===== src/rtl/serial_adder.sv =====
// Bit-serial WIDTH-bit adder: operands shift through a one-bit full-add stage LSB first.
// Optional signed-overflow output is built when SERIAL_ADDER_OVF_EN is defined.
module serial_adder #(
  parameter int WIDTH = 8
) (
  input  logic             clk,
  input  logic             reset,
  input  logic             in_valid,
  output logic             in_ready,
  input  logic [WIDTH-1:0] a,
  input  logic [WIDTH-1:0] b,
  output logic             out_valid,
  input  logic             out_ready,
  output logic [WIDTH-1:0] sum,
  output logic             carry
`ifdef SERIAL_ADDER_OVF_EN
  ,
  output logic             ovf
`endif
);

  localparam int CW = $clog2(WIDTH);
  localparam logic [CW-1:0] LAST_BIT = CW'(WIDTH - 1);

  typedef enum logic [1:0] {IDLE, RUN, DONE} state_e;

  state_e           state_q, state_d;
  logic [WIDTH-1:0] a_sh_q, a_sh_d;
  logic [WIDTH-1:0] b_sh_q, b_sh_d;
  logic [WIDTH-2:0] sum_sh_q, sum_sh_d;
  logic [WIDTH-1:0] sum_q, sum_d;
  logic [CW-1:0]    cnt_q, cnt_d;
  logic             c_q, c_d;
  logic             carry_q, carry_d;
  logic             s, c_next;
  logic [WIDTH-1:0] sum_full;
`ifdef SERIAL_ADDER_OVF_EN
  logic             ovf_q, ovf_d;
`endif

  // One-bit add cell; sum_full is the partial sum including the bit produced this cycle.
  assign s        = a_sh_q[0] ^ b_sh_q[0] ^ c_q;
  assign c_next   = (a_sh_q[0] & b_sh_q[0]) | (c_q & (a_sh_q[0] ^ b_sh_q[0]));
  assign sum_full = {s, sum_sh_q};

  assign in_ready  = (state_q == IDLE) && !reset;
  assign out_valid = (state_q == DONE);
  assign sum       = sum_q;
  assign carry     = carry_q;
`ifdef SERIAL_ADDER_OVF_EN
  assign ovf       = ovf_q;
`endif

  always_comb begin
    // NOTE: every signal gets a hold default first so no path leaves it unassigned (no latch).
    state_d  = state_q;
    a_sh_d   = a_sh_q;
    b_sh_d   = b_sh_q;
    sum_sh_d = sum_sh_q;
    sum_d    = sum_q;
    cnt_d    = cnt_q;
    c_d      = c_q;
    carry_d  = carry_q;
`ifdef SERIAL_ADDER_OVF_EN
    ovf_d    = ovf_q;
`endif
    case (state_q)
      IDLE: begin
        if (in_valid && in_ready) begin
          a_sh_d  = a;
          b_sh_d  = b;
          c_d     = 1'b0;
          cnt_d   = '0;
          state_d = RUN;
        end
      end
      RUN: begin
        a_sh_d   = a_sh_q >> 1;
        b_sh_d   = b_sh_q >> 1;
        sum_sh_d = sum_full[WIDTH-1:1];
        c_d      = c_next;
        if (cnt_q == LAST_BIT) begin
          sum_d   = sum_full;
          carry_d = c_next;
`ifdef SERIAL_ADDER_OVF_EN
          ovf_d   = c_q ^ c_next;
`endif
          state_d = DONE;
        end else begin
          cnt_d = cnt_q + CW'(1);
        end
      end
      DONE: begin
        if (out_ready) state_d = IDLE;
      end
      default: state_d = IDLE;
    endcase
  end

  always_ff @(posedge clk) begin
    // NOTE: state registers use non-blocking assignments so all flops update together.
    if (reset) begin
      state_q  <= IDLE;
      a_sh_q   <= '0;
      b_sh_q   <= '0;
      sum_sh_q <= '0;
      sum_q    <= '0;
      cnt_q    <= '0;
      c_q      <= 1'b0;
      carry_q  <= 1'b0;
`ifdef SERIAL_ADDER_OVF_EN
      ovf_q    <= 1'b0;
`endif
    end else begin
      state_q  <= state_d;
      a_sh_q   <= a_sh_d;
      b_sh_q   <= b_sh_d;
      sum_sh_q <= sum_sh_d;
      sum_q    <= sum_d;
      cnt_q    <= cnt_d;
      c_q      <= c_d;
      carry_q  <= carry_d;
`ifdef SERIAL_ADDER_OVF_EN
      ovf_q    <= ovf_d;
`endif
    end
  end

endmodule


===== config.mk =====
export PLATFORM = sky130hd
export DESIGN_NAME = serial_adder
export DESIGN_NICKNAME = d
export VERILOG_FILES = /design/src/rtl/serial_adder.sv
export SDC_FILE = /design/constraint.sdc
export NUM_CORES = 1
export LEC_CHECK = 0
export ABC_AREA = 1
export BUFFER_PORTS_ARGS = -buffer_cell sky130_fd_sc_hd__buf_2
export CORE_MARGIN = 10
export CORE_UTILIZATION = 30
export CTS_CLUSTER_SIZE = 30
export DETAILED_ROUTE_END_ITERATION = 16
export SLEW_MARGIN = 20
export SYNTH_ARGS = -nofsm -noshare
export SYNTH_HDL_FRONTEND = slang
export SYNTH_SLANG_ARGS = --single-unit

===== constraint.sdc =====
create_clock -name clk -period 2.3 [get_ports clk]
set_input_delay 0.345 -clock clk [delete_from_list [all_inputs] [get_ports clk]]
set_output_delay 0.345 -clock clk [all_outputs]
set_load 0.05 [all_outputs]

==> impl_metrics.tcl, run 1 <==
set metrics [dict create \
    final_util 0.356 \
    cp-end-kind "output port" \
    synth.distinct_cells 18 \
    setup_slack_ps 598 \
    firstDrtPassIters 4 \
    cts_hold_buf 0 \
    holdPathStages 3 \
    yosysSeqAreaShare 0.418 \
    r2r_end "sum[1]" \
    die_h_um 97.9 \
    switching_share 0.271 \
    synth-simple-area-share 0.344 \
    finalMaxSlewViolations 0 \
    final_nets 316 \
    max_freq_ghz 0.587 \
    hpwl_mm 2.81 \
    wl_mm 4.16 \
    min_period_ps 1700 \
    tightest_slew_ps 457 \
    critPathTopFamily "buffers and inverters" \
    reg2reg_slack_ps 690 \
    h-tree-depth 2 \
    crit_chain "inv_2 > nor2_2 > buf_2" \
    power.internal_w 0.00111 \
    dp_worst_setup_slack_ps 535 \
    power_density_mw_per_mm2 721 \
    worstRegToRegCells 5 \
    drt_iter0_markers 70 \
    synth_top_area_share 0.418 \
    critical_path_required_ps 1960 \
    grt_pass1_vias 1509 \
    cts_resized 0 \
    relSlewSlack 0.695 \
    die-area_mm2 0.00958 \
    final_common_cell "nand2_1" \
    grt_first_pass_wirelength_mm 7.18 \
    start_util 0.307 \
    p_switching_w 0.000413 \
    fin_tns_setup_ps 0 \
    grt_usage 0.0880 \
    critPathBufInv 2 \
    power_frac_comb 0.144 \
    finalHoldViolCount 0 \
    mostFrequentLayoutCells "64 x nand2_1, 41 x nand3_1, 38 x dfxtp_1" \
    drive_gt1_frac 0.167 \
    leakagePower_nw 1.00 \
    clock_power_share 0.378 \
    antenna_left 0 \
    synth-xor-area-share 0 \
    flow.area_growth_from_synthesis_pct 15.9 \
    cpMaxStageDelayCell "dfxtp_1" \
    gp_congestion 0.712 \
    root_buffer "clkbuf_8" \
    grt.overflow.total 0 \
    maxCapViolations 0 \
    ys_top_cells_by_area "dfxtp_1 42%, nand2_1 13%, nand3_1 11%" \
    whs_endpoint "a_sh_q[7]" \
    post-route-period-util 0.740 \
    setup_violations 0 \
    cts_buffers 5 \
    n_antenna_cell 0 \
    core_mm2 0.00592 \
    grt_max_degree 51 \
    cpPeakStageDelay_ps 430 \
    clkLatencyLatePin_ps 300 \
    synth_compound_area_frac 0.102 \
    cp.arrival_ps 1360 \
    hp-start "a[7]" \
    seqPwrFrac 0.478 \
    crit_type "flop to output port" \
    wl_per_cell_um 11.3 \
    core.rowCount 28 \
    viasPerCell 4.50 \
    antenna_found_initial 0 \
    vdd_drop_max_uv 402 \
    cts_tree "built" \
    synth_area_per_cell_um2 6.79 \
    via_count 1659 \
    yosys.area.top_type "dfxtp_1" \
    synth_mux_area_frac 0 \
    hold_class "input pin to flop" \
    finClkSkew_ps 6.42 \
    rsz0062_at_grt "no" \
    numClockSinks 38 \
    clock_path_buffers 2 \
    status "completed" \
    reg2reg_from "cnt_q[0]" \
    ios 31 \
    synth_top_family_by_area "simple AND/OR/NAND/NOR gates" \
    yosys_warnings 0 \
    cts_setup_buffers 0 \
    synth_nets 291 \
    yosys.area_share.adder 0.0247 \
    synth_seq_cells 38 \
    die_w_um 97.9 \
    cp_max_fo 16 \
    synth_area_mm2 0.00182 \
    drc 0 \
    start_kind "flop" \
    io_buffers 30 \
    syn_inst 268 \
    clk_pin_slew_worst_paths_ps 80 \
]
## registers in the layout, summed over array words and instances, names as in the netlist
register  flops
b_sh_q        8
c_q           1
sum           8
sum_sh_q      7
cnt_q         3
carry         1
a_sh_q        8
state_q       2
## layout make-up
class	count	area (µm²)
Inverter	26	97.6
Clock buffer	5	68.8
Timing Repair Buffer	35	188
Multi-Input combinational cell	187	856
Fill cell	648	3810
Tap cell	75	93.8
Sequential cell	38	761
Clock inverter	3	45.0
## stage by stage
step,instance area [µm²],std cells,hold WS (ps),power [W]
5_1_grt,2110,369,330,0.00161
6_report,2110,369,308,0.00152
4_1_cts,2110,369,292,0.00154
3_3_place_gp,2000,361,449,0.000959
2_1_floorplan,1820,268,414,0.000915
3_5_place_dp,2000,361,453,0.000963
## logic make-up (layout without fill, tap and decap cells)
kind of cell               after synthesis  after routing
and+or+nand+nor                        147            147
buffers and inverters                   43             69
DFF                                     38             38
AOI/OAI and AO/OA                       37             37
adders and majority gates                3              3
## power by group through the flow
stage                     registers (W)  logic (W)  clock network [W]
final                          0.000727   0.000220           0.000575
after global routing           0.000733   0.000258           0.000615
after CTS                      0.000727   0.000222           0.000593
after detailed placement       0.000743   0.000220                  0
after global placement         0.000741   0.000218                  0
after floorplan                0.000736   0.000178                  0
## how the worst max path moves through the flow
stage / slack, ps / startpoint / depth (start not counted) / end
6_report: 600 / state_q[1] / 3 / out_valid
5_1_grt: 480 / state_q[1] / 3 / out_valid
4_1_cts: 590 / state_q[0] / 3 / in_ready
3_5_place_dp: 530 / reset / 5 / b_sh_q[7]
3_3_place_gp: 540 / reset / 5 / b_sh_q[7]
2_1_floorplan: 250 / state_q[0] / 3 / in_ready
## synth_stat cells (all sizes together)
cell and instances:
a21oi 27, buf 16, clkbuf 1, dfxtp 38, fa 1, ha 2, inv 26, nand2 65
nand3 42, nor2 39, nor3 1, o21ai 10
## layer usage
metal | vias up | part of all wire | wire length (µm) | track usage
met5 | - | 0 | 0 | 0
met4 | 0 | 0.0055 | 23 | 0.0302
met3 | 2 | 0.074 | 306 | 0.0416
met2 | 32 | 0.42 | 1750 | 0.122
met1 | 727 | 0.50 | 2080 | 0.116
li1 | 898 | - | - | -
## tightest hold or removal path, delay by kind of cell
family | cells | cell delay (ps)
buffers and inverters | 1 | 80
AOI/OAI and AO/OA | 1 | 70
and+or+nand+nor | 1 | 70
No activity file was read; power rests on OpenSTA's default activity.
==> inputs of run 2 (changes only) <==
Clock period 2.3 ns to 1.7 ns, I/O delays scaled along.
==> impl_metrics.tcl, run 2 (same netlist as run 1, synthesis figures left out) <==
set metrics [dict create \
    hpwl_mm 2.79 \
    clkLatencyLatePin_ps 290 \
    n_antenna_cell 0 \
    finalMaxSlewViolations 0 \
    fin_tns_setup_ps 0 \
    cpMaxStageDelayCell "dfxtp_1" \
    start_util 0.307 \
    post-route-period-util 0.937 \
    die_h_um 97.9 \
    hp-start "reset" \
    vdd_drop_max_uv 506 \
    viasPerCell 4.54 \
    maxCapViolations 0 \
    cp-end-kind "output port" \
    mostFrequentLayoutCells "64 x nand2_1, 41 x nand3_1, 38 x dfxtp_1" \
    grt.overflow.total 0 \
    grt_usage 0.0908 \
    max_freq_ghz 0.627 \
    switching_share 0.272 \
    die_w_um 97.9 \
    drc 0 \
    critical_path_required_ps 1440 \
    h-tree-depth 2 \
    seqPwrFrac 0.477 \
    crit_chain "inv_2 > nor2_2 > clkbuf_4" \
    reg2reg_from "state_q[0]" \
    fin_hold_ws_ps 211 \
    power.internal_w 0.00151 \
    core.rowCount 28 \
    cts_tree "built" \
    start_kind "flop" \
    drt_iter0_markers 107 \
    r2r_end "sum[3]" \
    grt_first_pass_wirelength_mm 7.45 \
    wl_per_cell_um 11.6 \
    leakagePower_nw 1.02 \
    clock_power_share 0.376 \
    rsz0062_at_grt "no" \
    antenna_left 0 \
    clock_path_buffers 2 \
    finClkSkew_ps 7.18 \
    cp.arrival_ps 1340 \
    root_buffer "clkbuf_8" \
    drive_gt1_frac 0.173 \
    final_common_cell "nand2_1" \
    fin_area_mm2 0.00214 \
    hold_class "input pin to flop" \
    flow.area_growth_from_synthesis_pct 17.4 \
    ios 31 \
    cts_buffers 5 \
    tightest_slew_ps 402 \
    numClockSinks 38 \
    place_area_mm2 0.00202 \
    whs_endpoint "state_q[0]" \
    clk_pin_slew_worst_paths_ps 80 \
    io_buffers 30 \
    antenna_found_initial 0 \
    die-area_mm2 0.00958 \
    worstRegToRegCells 5 \
    cpPeakStageDelay_ps 440 \
    holdPathStages 2 \
    core_mm2 0.00592 \
    cp_max_fo 16 \
    reg2reg_slack_ps 250 \
    critPathBufInv 2 \
    power_density_mw_per_mm2 967 \
    status "completed" \
    via_count 1679 \
    critPathTopFamily "flip-flops" \
    finalHoldViolCount 0 \
    grt_pass1_vias 1570 \
    crit_type "flop to output port" \
    relSlewSlack 0.732 \
    final_nets 317 \
    min_period_ps 1590 \
    setup_violations 0 \
    firstDrtPassIters 4 \
    power_frac_comb 0.146 \
    gp_congestion 0.708 \
    wl_mm 4.29 \
    grt_max_degree 51 \
    p_switching_w 0.000562 \
]
-- run 2: worst max-delay path by stage --
stage,start,end,slack (ps),cells past startpoint
2_1_floorplan,state_q[0],in_ready,170,3
3_3_place_gp,state_q[0],b_sh_q[0],280,7
3_5_place_dp,state_q[0],sum[0],240,5
4_1_cts,state_q[1],out_valid,50,3
5_1_grt,state_q[1],out_valid,6,3
6_report,state_q[1],out_valid,110,3
-- run 2: worst register-to-register path, delay by kind of cell, from the launching register on --
family | cells | cell delay (ps)
AOI/OAI and AO/OA | 1 | 80
DFF | 1 | 450
buffers and inverters | 1 | 60
and+or+nand+nor | 3 | 760
-- run 2: layer usage --
layer,track usage,vias up,share of wire
met5,0,-,0
met4,0.0302,0,0.012
met3,0.0359,6,0.066
met2,0.128,38,0.41
met1,0.122,736,0.51
li1,-,899,-
-- run 2: through the flow --
stage	utilization	cells	total power (W)	setup slack [ps]
floorplan	-	268	0.00124	168
global placement	0.341	362	0.00131	281
detailed placement	0.341	362	0.00131	240
CTS	0.361	370	0.00209	50.8
global route	0.361	370	0.00218	6.49
finish	0.361	370	0.00207	106
-- run 2: power by group through the flow --
stage / Combinational, W / Sequential, W / Clock, W
3_5_place_dp: 0.000304 / 0.00101 / 0
3_3_place_gp: 0.000300 / 0.00101 / 0
4_1_cts: 0.000305 / 0.000986 / 0.000799
2_1_floorplan: 0.000242 / 0.000996 / 0
6_report: 0.000303 / 0.000986 / 0.000778
5_1_grt: 0.000356 / 0.000995 / 0.000832
-- run 2: timing repair --
action	CTS	global route
endpoints found under the setup margin	0	1
hold buffers	0	0
endpoints found under the hold margin	0	0
setup buffers	0	0
resized for setup	0	1
-- run 2: cell type report --
type	count	area, µm²
sequential	38	761
timing repair buffer	36	210
inverter	26	97.6
fill	651	3780
clock buffer	5	68.8
multi-input combinational	187	861
tap	75	93.8
clock inverter	3	45.0
==> inputs of run 3 (changes only) <==
Settings changed: CTS_BUF_LIST set to sky130_fd_sc_hd__clkbuf_16.
==> impl_metrics.tcl, run 3 (same netlist as run 1, synthesis figures left out) <==
set metrics [dict create \
    status "completed" \
    ios 31 \
    critPathBufInv 2 \
    grt_max_degree 51 \
    cpPeakStageDelay_ps 430 \
    multi_input_area_um2 861 \
    flow.area_growth_from_synthesis_pct 20.5 \
    grt.overflow.total 0 \
    finalMaxSlewViolations 0 \
    via_count 1706 \
    critical_path_required_ps 1440 \
    cp-end-kind "output port" \
    gp_congestion 0.708 \
    wl_per_cell_um 11.6 \
    grt_first_pass_wirelength_mm 7.43 \
    cp.arrival_ps 1320 \
    rsz0062_at_grt "no" \
    clk_pin_slew_worst_paths_ps 60 \
    dp.cells 362 \
    grt_usage 0.0911 \
    seq_area_um2 761 \
    switching_share 0.253 \
    cts_tree "built" \
    wl_mm 4.28 \
    root_buffer "clkbuf_16" \
    drc 0 \
    numClockSinks 38 \
    power.internal_w 0.00176 \
    seqPwrFrac 0.419 \
    hold_class "input pin to flop" \
    die_h_um 97.9 \
    met2_usage 0.130 \
    maxCapViolations 0 \
    max_freq_ghz 0.633 \
    setup_violations 0 \
    cpMaxStageDelayCell "dfxtp_1" \
    p_switching_w 0.000598 \
    die-area_mm2 0.00958 \
    grt_pass1_vias 1570 \
    antenna_left 0 \
    final_common_cell "nand2_1" \
    power_frac_comb 0.129 \
    cts_buffers 5 \
    stdcell_count 370 \
    final_nets 317 \
    tightest_slew_ps 393 \
    start_kind "flop" \
    relSlewSlack 0.738 \
    core_mm2 0.00592 \
    h-tree-depth 2 \
    power_density_mw_per_mm2 1080 \
    grtUsageMet1 0.120 \
    clock_power_share 0.453 \
    finClkSkew_ps 3.11 \
    critPathTopFamily "buffers and inverters" \
    crit_chain "inv_2 > nor2_2 > clkbuf_4" \
    drt_iter0_markers 91 \
    cp_max_fo 16 \
    drive_gt1_frac 0.173 \
    fin_tns_setup_ps 0 \
    die_w_um 97.9 \
    clock_path_buffers 2 \
    finalHoldViolCount 0 \
    fill_cells 648 \
    crit_type "flop to output port" \
    post-route-period-util 0.929 \
    start_util 0.307 \
    mostFrequentLayoutCells "64 x nand2_1, 41 x nand3_1, 38 x dfxtp_1" \
    io_buffers 30 \
    vdd_drop_max_uv 511 \
    clkLatencyLatePin_ps 280 \
    antenna_found_initial 0 \
    firstDrtPassIters 4 \
    leakagePower_nw 1.04 \
    core.rowCount 28 \
    viasPerCell 4.61 \
    min_period_ps 1580 \
    use_met3 0.0359 \
    hpwl_mm 2.79 \
    grt_busiest_layer "met2" \
    cts_setup_buffers 0 \
    n_antenna_cell 0 \
]
## run 3: cell counts in the layout (fill, tap and decap cells not counted)
No cell type changed its count.
## run 3: what timing repair did
item                       4_1_cts  5_1_grt
setup endpoints to repair        0        1
hold buffers                     0        0
resized for setup                0        1
## run 3: path summary, 6_finish.rpt
kind	startpoint	end	slack, ps	depth (start not counted)
setup / recovery	state_q[1]	out_valid	120	3
hold / removal	reset	state_q[0]	220	2
setup reg to reg	state_q[0]	sum[2]	250	5
hold reg to reg	sum[6]	sum[6]	470	2
## run 3: routing by layer
metal / wire length, µm / vias to the layer above
met3: 312 / 13
li1: - / 897
met1: 2160 / 746
met4: 88 / 0
met2: 1720 / 50
met5: 0 / -
## run 3: layout make-up
| cell class | count | area share |
|---|---|---|
| clock buffer | 5 | 0.0570 |
| inverter | 26 | 0.0445 |
| tap | 75 | 0.0428 |
| timing repair buffer | 36 | 0.0958 |
| multi-input combinational | 187 | 0.392 |
| clock inverter | 3 | 0.0205 |
| sequential | 38 | 0.347 |
## run 3: power groups by stage
stage	logic, W	clock network (W)	registers, W
floorplan	0.000242	0	0.000996
global placement	0.000300	0	0.00101
detailed placement	0.000304	0	0.00101
CTS	0.000305	0.00109	0.000988
global route	0.000356	0.00112	0.000995
finish	0.000303	0.00107	0.000988
## run 3: stage by stage
step                instance area [µm²]  total power [W]   util  setup slack (ps)  hold WS (ps)
floorplan                          1830          0.00124      -               168           324
global placement                   2020          0.00131  0.341               281           448
detailed placement                 2020          0.00131  0.341               240           455
CTS                                2190          0.00238  0.370              73.5           215
global route                       2190          0.00247  0.370              30.0           231
finish                             2190          0.00236  0.370               121           218
